`config.mk`:
```
export PLATFORM = sky130hd
export DESIGN_NAME = tuner_ctrl
export DESIGN_NICKNAME = d
export VERILOG_FILES = /design/src/rtl/tuner_pkg.sv /design/src/rtl/key_debounce.sv /design/src/rtl/tuner_ctrl.sv
export SDC_FILE = /design/constraint.sdc
export NUM_CORES = 1
export LEC_CHECK = 0
export CAP_MARGIN = 20
export CORE_ASPECT_RATIO = 1.5
export CORE_MARGIN = 8
export CORE_UTILIZATION = 60
export DETAILED_ROUTE_END_ITERATION = 10
export PLACE_DENSITY = 0.82
export SYNTH_ARGS = -nofsm -noshare
export SYNTH_HDL_FRONTEND = slang
export SYNTH_SLANG_ARGS = --single-unit
```
`constraint.sdc`:
```
create_clock -name clk -period 8.2 [get_ports clk]
set_input_delay 2.46 -clock clk [delete_from_list [all_inputs] [get_ports clk]]
set_output_delay 2.46 -clock clk [all_outputs]
set_load 0.05 [all_outputs]
```
`src/rtl/tuner_pkg.sv`:
```
// rtl/tuner_pkg.sv - shared types and default constants for the channel tuner
package tuner_pkg;

  typedef enum logic [1:0] {
    IDLE  = 2'd0,
    CALC  = 2'd1,
    APPLY = 2'd2
  } state_t;

  // K for channel 0: 2^32 * 87.5 MHz / 240 MHz
  localparam logic [31:0] K_BASE_DEF   = 32'd1565873493;
  // K increment per 100 kHz channel step
  localparam logic [31:0] K_STEP_DEF   = 32'd1789570;
  localparam int          NCH_DEF      = 206;
  localparam int          CH_RESET_DEF = 125;

  // Autorepeat timing in en_tick periods: 0.5 s initial delay, then 100 ms
  localparam int REPEAT_DELAY = 16000;
  localparam int REPEAT_RATE  = 3200;

endpackage

```
`src/rtl/key_debounce.sv`:
```
// rtl/key_debounce.sv - button synchronizer, debouncer and press-event generator (AUTOREPEAT_EN adds hold-to-repeat)
module key_debounce
  import tuner_pkg::*;
#(
  parameter int DEBOUNCE_TICKS = 640
) (
  input  logic clk,
  input  logic reset,
  input  logic en_tick,
  input  logic key_n,
  output logic press
);

  localparam int CW = $clog2(DEBOUNCE_TICKS + 1);

  logic          sync1;
  logic          sync2;
  logic          stable;
  logic [CW-1:0] cnt;
  logic          fall;

  // Two-flop synchronizer; idle level is released (high)
  always_ff @(posedge clk) begin
    if (reset) begin
      sync1 <= 1'b1;
      sync2 <= 1'b1;
    end else begin
      sync1 <= key_n;
      sync2 <= sync1;
    end
  end

  // Flip the stable level after DEBOUNCE_TICKS consecutive disagreeing ticks; emit a pulse on press
  always_ff @(posedge clk) begin
    if (reset) begin
      stable <= 1'b1;
      cnt    <= '0;
      fall   <= 1'b0;
    end else begin
      fall <= 1'b0;
      if (sync2 == stable) begin
        cnt <= '0;
      end else if (en_tick) begin
        if (cnt == CW'(DEBOUNCE_TICKS - 1)) begin
          stable <= ~stable;
          cnt    <= '0;
          fall   <= stable;
        end else begin
          cnt <= cnt + 1'b1;
        end
      end
    end
  end

`ifdef AUTOREPEAT_EN
  localparam int RW = $clog2(REPEAT_DELAY);

  logic [RW-1:0] rpt_cnt;
  logic          rpt_armed;
  logic          rpt_ev;

  // While held, fire after the initial delay and then at the repeat rate
  always_ff @(posedge clk) begin
    if (reset || stable) begin
      rpt_cnt   <= '0;
      rpt_armed <= 1'b0;
      rpt_ev    <= 1'b0;
    end else begin
      rpt_ev <= 1'b0;
      if (en_tick) begin
        if (rpt_cnt == RW'(rpt_armed ? REPEAT_RATE - 1 : REPEAT_DELAY - 1)) begin
          rpt_ev    <= 1'b1;
          rpt_armed <= 1'b1;
          rpt_cnt   <= '0;
        end else begin
          rpt_cnt <= rpt_cnt + 1'b1;
        end
      end
    end
  end

  assign press = fall | rpt_ev;
`else
  assign press = fall;
`endif

endmodule

```
`src/rtl/tuner_ctrl.sv`:
```
// rtl/tuner_ctrl.sv - channel up/down control and DDS tuning word update on en_tick (AUTOREPEAT_EN enables key repeat)
module tuner_ctrl
  import tuner_pkg::*;
#(
  parameter int                   width_dds      = 32,
  parameter int                   width_ch       = 8,
  parameter int                   NCH            = NCH_DEF,
  parameter int                   CH_RESET       = CH_RESET_DEF,
  parameter logic [width_dds-1:0] K_BASE         = width_dds'(K_BASE_DEF),
  parameter logic [width_dds-1:0] K_STEP         = width_dds'(K_STEP_DEF),
  parameter int                   DEBOUNCE_TICKS = 640
) (
  input  logic                 clk,
  input  logic                 reset,
  input  logic                 en_tick,
  input  logic                 key_up_n,
  input  logic                 key_dn_n,
  output logic [width_dds-1:0] K,
  output logic [width_ch-1:0]  ch,
  output logic                 k_update,
  output logic                 busy
);

  localparam int                  IW      = $clog2(width_ch);
  localparam logic [width_ch-1:0] CH_LAST = width_ch'(NCH - 1);

  logic                 up_ev;
  logic                 dn_ev;
  state_t               state;
  logic [width_dds-1:0] acc;
  logic [IW-1:0]        bit_idx;

  key_debounce #(.DEBOUNCE_TICKS(DEBOUNCE_TICKS)) u_key_up (
    .clk     (clk),
    .reset   (reset),
    .en_tick (en_tick),
    .key_n   (key_up_n),
    .press   (up_ev)
  );

  key_debounce #(.DEBOUNCE_TICKS(DEBOUNCE_TICKS)) u_key_dn (
    .clk     (clk),
    .reset   (reset),
    .en_tick (en_tick),
    .key_n   (key_dn_n),
    .press   (dn_ev)
  );

  // Retune sequencer: step channel, shift-add K_BASE + ch*K_STEP, publish K on an en_tick
  always_ff @(posedge clk) begin
    if (reset) begin
      state    <= CALC;
      ch       <= width_ch'(CH_RESET);
      K        <= K_BASE;
      acc      <= K_BASE;
      bit_idx  <= '0;
      k_update <= 1'b0;
      busy     <= 1'b1;
    end else begin
      k_update <= 1'b0;
      unique case (state)
        IDLE: begin
          // simultaneous up and down cancel each other
          if (up_ev ^ dn_ev) begin
            if (up_ev) ch <= (ch == CH_LAST) ? '0 : ch + 1'b1;
            else       ch <= (ch == '0) ? CH_LAST : ch - 1'b1;
            acc     <= K_BASE;
            bit_idx <= '0;
            busy    <= 1'b1;
            state   <= CALC;
          end
        end
        CALC: begin
          if (ch[bit_idx]) acc <= acc + (K_STEP << bit_idx);
          if (bit_idx == IW'(width_ch - 1)) state <= APPLY;
          else                              bit_idx <= bit_idx + 1'b1;
        end
        APPLY: begin
          // only change K on a sample boundary of radio_core
          if (en_tick) begin
            K        <= acc;
            k_update <= 1'b1;
            busy     <= 1'b0;
            state    <= IDLE;
          end
        end
        default: state <= IDLE;
      endcase
    end
  end

endmodule

```
# Word-level counts from Yosys, hierarchy flattened
# Index checks and enable logic that the tools add are counted.
# op_classes
mux	21
n_eq_ne	13
n_shift	1
bitwise	9
div	0
n_lt_le_gt_ge	1
mul	0
addsub	6
reduce_logical	17
# ops
cell	n
32-bit two-way mux	2
32-bit one-hot mux with 2 select lines	1
32-bit adder	1
21-bit by 3-bit << shifter with 32-bit output, first input constant	1
8-bit two-way mux	3
10-bit by 1-bit adder with 10-bit output, second input constant	2
10-bit equality test, second input constant	2
10-bit two-way mux	2
3-bit AND reduction	6
2-bit inequality test, second input constant	5
8-bit by 1-bit adder with 8-bit output, second input constant	1
8-bit equality test, second input constant	1
8-bit zero test	1
1-bit inverter	8
4-bit OR reduction	2
8-bit by 1-bit subtractor with 8-bit output, second input constant	1
2-bit two-way mux	3
3-bit two-way mux	2
2-bit one-hot mux with 3 select lines	1
3-bit one-hot mux with 2 select lines	1
2-bit OR reduction	3
3-bit by 4-bit less-than comparator with 1-bit output, second input constant	1
1-bit two-way mux	4
2-bit AND reduction	2
other kinds (10)	12
# totals
latch_bits	0
register_bits	107
mem_bits_ro	0
mem_count	0
word_cells	85
output_inout_bits	42
ram_bits	0

# Depth between registers and ports, before layout
# Gate-level depths: netlist (run 1).
# logic_depth
ltp_word	4
mapped_depth	14
mapped_depth_nobuf	13

# Modules after synthesis
# A second synthesis (run 1) with hierarchy kept.
# hier_totals
hier_cells	745
area_unflattened_um2	6177.2
# by_module_without_submodules
module	seq_area_each_um2	instances	area_each_um2	cells_each
tuner_ctrl	1581.5	1	4875.9	617
key_debounce	280.3	2	650.6	64

# Worst setup path after synthesis (run 1)
# No wires, ideal clock.
# synth_path
path_type	input to register
from	input en_tick
to	register u_key_up.cnt[9]
path_buffers	1
setup_time_ns	0.120
arrival_ns	3.430
stages	6
path_slack_ns	4.650
path_cell_list	buf_1 > nand4_1 > nor2_1 > nand4_1 > xor2_1 > nor2_1
# synth_rtl
item	line_no	rtl
start: declaration	tuner_ctrl.sv:15	input logic en_tick,
end signal: assignment	key_debounce.sv:49	cnt <= cnt + 1'b1;
end: declaration	key_debounce.sv:19	logic [CW-1:0] cnt;

==> results.ini, run 1 <==
[run_status]
status=finished clean

[global_route]
antenna_found_initial=0
grt_max_degree=42
overflow=0
grt_pass1_wl_mm=28.7
first_global_vias=5597
track_usage_pct=26.2

[synth]
avgSynthCellArea_um2=7.90
postSynth.asyncResetShare_pct=0
yosysTopAreaCell=dfxtp_1
synth.distinct_cells=63
synth_area_um2=6140
syn_nets=830
synth_edf_count=0
synth.top_cells.by_area=dfxtp_1, ha_1, nand2_1
ys_seq_area_share_pct=34.9
syn_inst=777
synth.ff_latch_count=107
ys.warnings.count=0
ys_top_cells_by_count=nand2_1, dfxtp_1, nor2_1
synth_flop_cell=dfxtp_1
synth_most_common_cell=nand2_1
synth_top_area_share_pct=34.9

[sta]
timing.fmax_mhz=216
post-route-min-period_ns=4.62
setup_violations=0
drv_slew=0
maxSlewHeadroom_pct=25.2
finalCritPeriodShare_pct=56.4
rsz0062_at_grt=no
hold_violations=0
tns_ns=0
skew_ns=0.0137
worst_pin_slew_ns=1.12

[die]
die_area_um2=13800
placementRows=45
core_um2=10000
io_pins=47
die_height_um=140
die_w_um=98.6
start_util_pct=61.2

[layout]
area_delta_synth_final_pct=13.5
nets=858
diodes=0
layout-drive-gt1-share_pct=4.32
fin_area_um2=6960
instances_no_fill=927
utilization_pct=69.5

[placement]
io_buffers=46
gp_congestion=0.989
placed_area_um2=6650
dp.cells=911
dp_hpwl_mm=14.1

[clock_network]
root_buffer=clkbuf_16
ctsHtreeMaxLevel=3
cts.sinks=107
post_cts_resized=0
max-clock-path-buffers=2
cts_tree=built
cts_setup_buffers=0
hold_buffers=0
clock_latency_ns=0.37
cts_inserted_buffers=9
clk_pin_slew_ns=0.08

[drt]
wl_per_cell_um=19.6
via_count=5767
detail-route-antenna-nets=0
drt_wl_total_mm=18.2
drt_pass1_iterations=5
viasPerCell=6.22
drtIter0Drc=303
route.detailed.drc=0

[setup_path]
path_class=in2reg
end_kind=flip-flop
crit_path_max_fanout=41
arrival_ns=4.92
critPathRequiredTime_ns=8.50
critPathLaunchType=input port

[power_and_ir_drop]
p_leak_nw=2.82
cellPowerDensity_nw_per_um2=265
p_total_w=0.00184
worst_ir_drop_vdd_mv=0.166

[worst_hold_path]
hold_path_class=reg2reg

[run]
cap_violations=0

==> registers in the layout (all words and copies together), names as in the netlist, 2 cells and up <==
register and cells:
ch 8, state 2, u_key_dn.cnt 10, bit_idx 3
K 32, u_key_up.cnt 10, acc 32
==> placed cells by master, fill, tap and decap left out, types with 3 or more instances in the layout <==
master	instances
nand2_1	134
dfxtp_1	107
nor2_1	76
a21oi_1	72
ha_1	47
clkdlybuf4s50_1	46
nand3_1	42
xor2_1	29
o21ai_0	27
inv_1	20
xnor2_1	17
nand4_1	14
a21o_1	11
nor3_1	11
o211ai_1	9
clkbuf_16	9
nor2b_1	8
mux2i_1	8
o21ai_1	8
or2_2	7
o21bai_1	7
or3_1	7
and2_1	6
a31oi_1	5
o22ai_1	5
a311oi_1	5
a22o_1	5
nand2b_1	4
and3_1	4
a211oi_1	4
o21a_1	3
a41oi_1	3
clkinv_8	3
==> cell type report <==
class                      instances  area, um2
clock inverter                     7       91.3
multi-input combinational        617       3790
fill                             828       3060
tap                              117        146
sequential                       107       2140
timing repair buffer              49        490
inverter                          21       78.8
clock buffer                       9        225
==> per-stage QoR <==
stage / hold WS, ns / setup WS, ns
final: 0.428 / 3.58
after global routing: 0.432 / 3.39
after floorplan: 0.389 / 4.65
after CTS: 0.434 / 3.59
after detailed placement: 0.402 / 3.24
after global placement: 0.395 / 3.33
==> cells by family (layout without fill, tap and decap cells) <==
family,after synthesis,count (layout),synth area share (%)
buffers and inverters,53,86,3.40
and+or+nand+nor,324,324,23.7
adders and majority gates,48,48,9.91
AOI/OAI and AO/OA,189,189,19.5
muxes,10,10,2.04
xor gates and xnor gates,46,46,6.56
DFF,107,107,34.9
==> critical path: stages <==
cell             delay [ns]
clkdlybuf4s50_1        0.39
buf_4                  0.26
inv_1                  0.78
nand2_1                0.36
nor2_1                 0.43
a22o_1                 0.21
==> per-layer routing <==
layer	vias to the layer above	share of wire (%)	GRT usage (%)
met5	-	0	0
met4	0	5.5	16.5
met3	64	4.2	4.54
met2	178	55	49.8
met1	2741	36	25.0
li1	2784	-	-
==> path summary, 6_finish.rpt <==
path / from / endpoint / slack, ns / cells after the start
hold reg to reg: u_key_up.sync1 / u_key_up.sync2 / 0.43 / 1
hold / removal: u_key_up.sync1 / u_key_up.sync2 / 0.43 / 1
setup reg to reg: bit_idx[0] / acc[27] / 4.16 / 10
setup / recovery: reset / acc[13] / 3.58 / 6
==> report_power, final <==
group	switching, W	internal [W]
combinational	0.000466	0.000289
sequential	0.0000704	0.000572
clock	0.000226	0.000221
Note: power is estimated with default switching activity, not from simulation.
==> inputs of run 2 (changes only) <==
--- a/config.mk
+++ b/config.mk
@@ -8,9 +8,9 @@
 export CAP_MARGIN = 20
 export CORE_ASPECT_RATIO = 1.5
 export CORE_MARGIN = 8
-export CORE_UTILIZATION = 60
+export CORE_UTILIZATION = 59
 export DETAILED_ROUTE_END_ITERATION = 10
-export PLACE_DENSITY = 0.82
+export PLACE_DENSITY = 0.8
 export SYNTH_ARGS = -nofsm -noshare
 export SYNTH_HDL_FRONTEND = slang
 export SYNTH_SLANG_ARGS = --single-unit
==> constraint.sdc (replaced) <==
create_clock -name clk -period 4.7 [get_ports clk]
set_input_delay 1.41 -clock clk [delete_from_list [all_inputs] [get_ports clk]]
set_output_delay 1.41 -clock clk [all_outputs]
set_load 0.05 [all_outputs]
==> run 2 against run 1 <==
Sequential cell count did not move. Largest cell class unchanged. Critical path depth up 5. Die area grew 1.5%. Wire length rose by 1.3%.
==> results.ini, run 2 (synthesis results as in run 1) <==
[drt]
wl_per_cell_um=19.8  ; was 19.6 um
viasPerCell=6.25  ; was 6.22
detail-route-antenna-nets=0  ; unchanged
drtIter0Drc=394  ; was 303
route.detailed.drc=0  ; unchanged
via_count=5816  ; was 5767
drt_wl_total_mm=18.4  ; was 18.2 mm
drt_pass1_iterations=5  ; unchanged

[global_route]
met2_usage_pct=49.7  ; was 49.8%
top_usage_layer=met2  ; unchanged
grt_max_degree=36  ; was 42
use_met3_pct=3.65  ; was 4.54%
grt_pass1_wl_mm=29.5  ; was 28.7 mm
overflow=0  ; unchanged
track_usage_pct=26.5  ; was 26.2%
first_global_vias=5699  ; was 5597
gr-usage-met1_pct=26.5  ; was 25.0%
antenna_found_initial=0  ; unchanged

[clock_network]
max-clock-path-buffers=2  ; unchanged
ctsHtreeMaxLevel=3  ; unchanged
root_buffer=clkbuf_16  ; unchanged
hold_buffers=0  ; unchanged
clk_pin_slew_ns=0.08  ; about the same
cts_setup_buffers=0  ; unchanged
clock_latency_ns=0.36  ; was 0.37 ns
cts_inserted_buffers=9  ; unchanged
post_cts_resized=0  ; unchanged
cts.sinks=107  ; unchanged
cts_tree=built  ; unchanged

[worst_hold_path]
hp-start=u_key_dn.sync1  ; was u_key_up.sync1
hold_path_class=reg2reg  ; unchanged

[sta]
post-route-min-period_ns=3.78
rsz0062_at_grt=no  ; unchanged
setup_violations=0  ; unchanged
timing.fmax_mhz=264
finalCritPeriodShare_pct=80.4
hold_violations=0  ; unchanged
fin_ws_ns=0.919  ; was 3.58 ns
skew_ns=0.0127  ; was 0.0137 ns
maxSlewHeadroom_pct=48.8  ; was 25.2%
tns_ns=0  ; unchanged
drv_slew=0  ; unchanged
worst_pin_slew_ns=0.767  ; was 1.12 ns
final.hold.worst_slack_ns=0.411  ; was 0.428 ns

[setup_path]
arrival_ns=4.06  ; was 4.92 ns
path_class=reg2reg  ; was in2reg
critPathLaunchType=flip-flop  ; was input port
r2r_start=bit_idx[0]  ; unchanged
slowest_stage=dfxtp_1  ; was inv_1
worstPathCellList=inv_1 > ha_1 > xor2_1 > ha_1 > nand4_1 > nor3_1 > o211ai_1 > and4_4 > o31a_1 > or3_1 > a21oi_1  ; was clkdlybuf4s50_1 > buf_4 > inv_1 > nand2_1 > nor2_1 > a22o_1
timing.critical_path.to=acc[31]  ; was acc[13]
path_depth=11  ; was 6
path_buf_inv=1  ; was 3
worstReg2RegEnd=acc[31]  ; was acc[27]
cp_top_family=simple AND/OR/NAND/NOR gates  ; was buffers and inverters
crit_top_cell=ha_1
end_kind=flip-flop  ; unchanged
max_stage_delay_ns=0.62  ; was 0.78 ns
rrSetupSlack_ns=0.92  ; was 4.16 ns
crit_path_max_fanout=12  ; was 41
critPathRequiredTime_ns=4.98  ; was 8.50 ns
startpoint=bit_idx[0]  ; was reset
reg2regPathDepth=11  ; was 10

[layout]
layout-drive-gt1-share_pct=4.67  ; was 4.32%
top_regs=K x32, acc x32  ; unchanged
layout_commonest_cell=nand2_1  ; unchanged
layout_common_cells=nand2_1, dfxtp_1, nor2_1, a21oi_1, ha_1  ; unchanged
utilization_pct=68.8  ; was 69.5%
nets=861  ; was 858
area_delta_synth_final_pct=13.7  ; was 13.5%
n_fill_cell=841  ; was 828
diodes=0  ; unchanged

[run_status]
status=finished clean  ; unchanged

[die]
core_um2=10100  ; was 10000 um2
start_util_pct=60.6  ; was 61.2%
placementRows=45  ; unchanged
die_w_um=99.3  ; was 98.6 um
die_height_um=141  ; was 140 um
die_area_um2=14000  ; was 13800 um2
io_pins=47  ; unchanged

[placement]
dp_hpwl_mm=14.1  ; about the same
gp_congestion=0.942  ; was 0.989
place_ws_ns=0.960  ; was 3.24 ns
io_buffers=46  ; unchanged

[power_and_ir_drop]
p_leak_nw=2.83  ; was 2.82 nW
worst_ir_drop_vdd_mv=0.292  ; was 0.166 mV
cellPowerDensity_nw_per_um2=462  ; was 265 nW/um2

[run]
cap_violations=0  ; unchanged

## run 2: cell count changes in the layout (fill, tap and decap cells not counted)
cell / delta
inv_6: -1
buf_8: -1
buf_4: +4
clkinv_8: -1
inv_8: +2
## run 2: power by group
part	total, W	switching (W)	internal [W]
registers	0.00112	0.000126	0.000998
logic	0.00131	0.000802	0.000509
clock network	0.000791	0.000404	0.000387
total	0.00323	0.00133	0.00189
## run 2: worst min-delay path by stage
stage / end / depth (start not counted)
after floorplan: u_key_dn.sync2 / 1
after global placement: u_key_up.sync2 / 1
after detailed placement: u_key_dn.sync2 / 1
after CTS: u_key_dn.sync2 / 1
after global routing: u_key_dn.sync2 / 1
final: u_key_dn.sync2 / 1
## run 2: per-stage QoR
stage,total power (W),instance area (um2),cells
floorplan,0.00207,6140,777
global placement,0.00243,6660,914
detailed placement,0.00243,6660,914
CTS,0.00322,6980,930
global route,0.00342,6980,930
finish,0.00323,6980,930
## run 2: area by class of cell
class / count / area (um2) / area share (%)
Multi-Input combinational cell: 617 / 3790 / 54.3
Sequential cell: 107 / 2140 / 30.7
Timing Repair Buffer: 52 / 505 / 7.25
Clock buffer: 9 / 225 / 3.23
Tap cell: 117 / 146 / 2.10
Clock inverter: 7 / 88.8 / 1.27
Inverter: 21 / 78.8 / 1.13
## run 2: layer usage
| metal | vias to the layer above | routed length (um) |
|---|---|---|
| met2 | 198 | 10000 |
| met4 | 0 | 973 |
| li1 | 2804 | - |
| met1 | 2754 | 6670 |
| met3 | 60 | 779 |
| met5 | - | 0 |
## run 2: worst reg2reg max path, stage by stage, from the launching register on
cell and delay [ns]:
dfxtp_1 0.62, inv_1 0.25, ha_1 0.42, xor2_1 0.19, ha_1 0.48, nand4_1 0.18
nor3_1 0.33, o211ai_1 0.18, and4_4 0.25, o31a_1 0.31, or3_1 0.35, a21oi_1 0.15
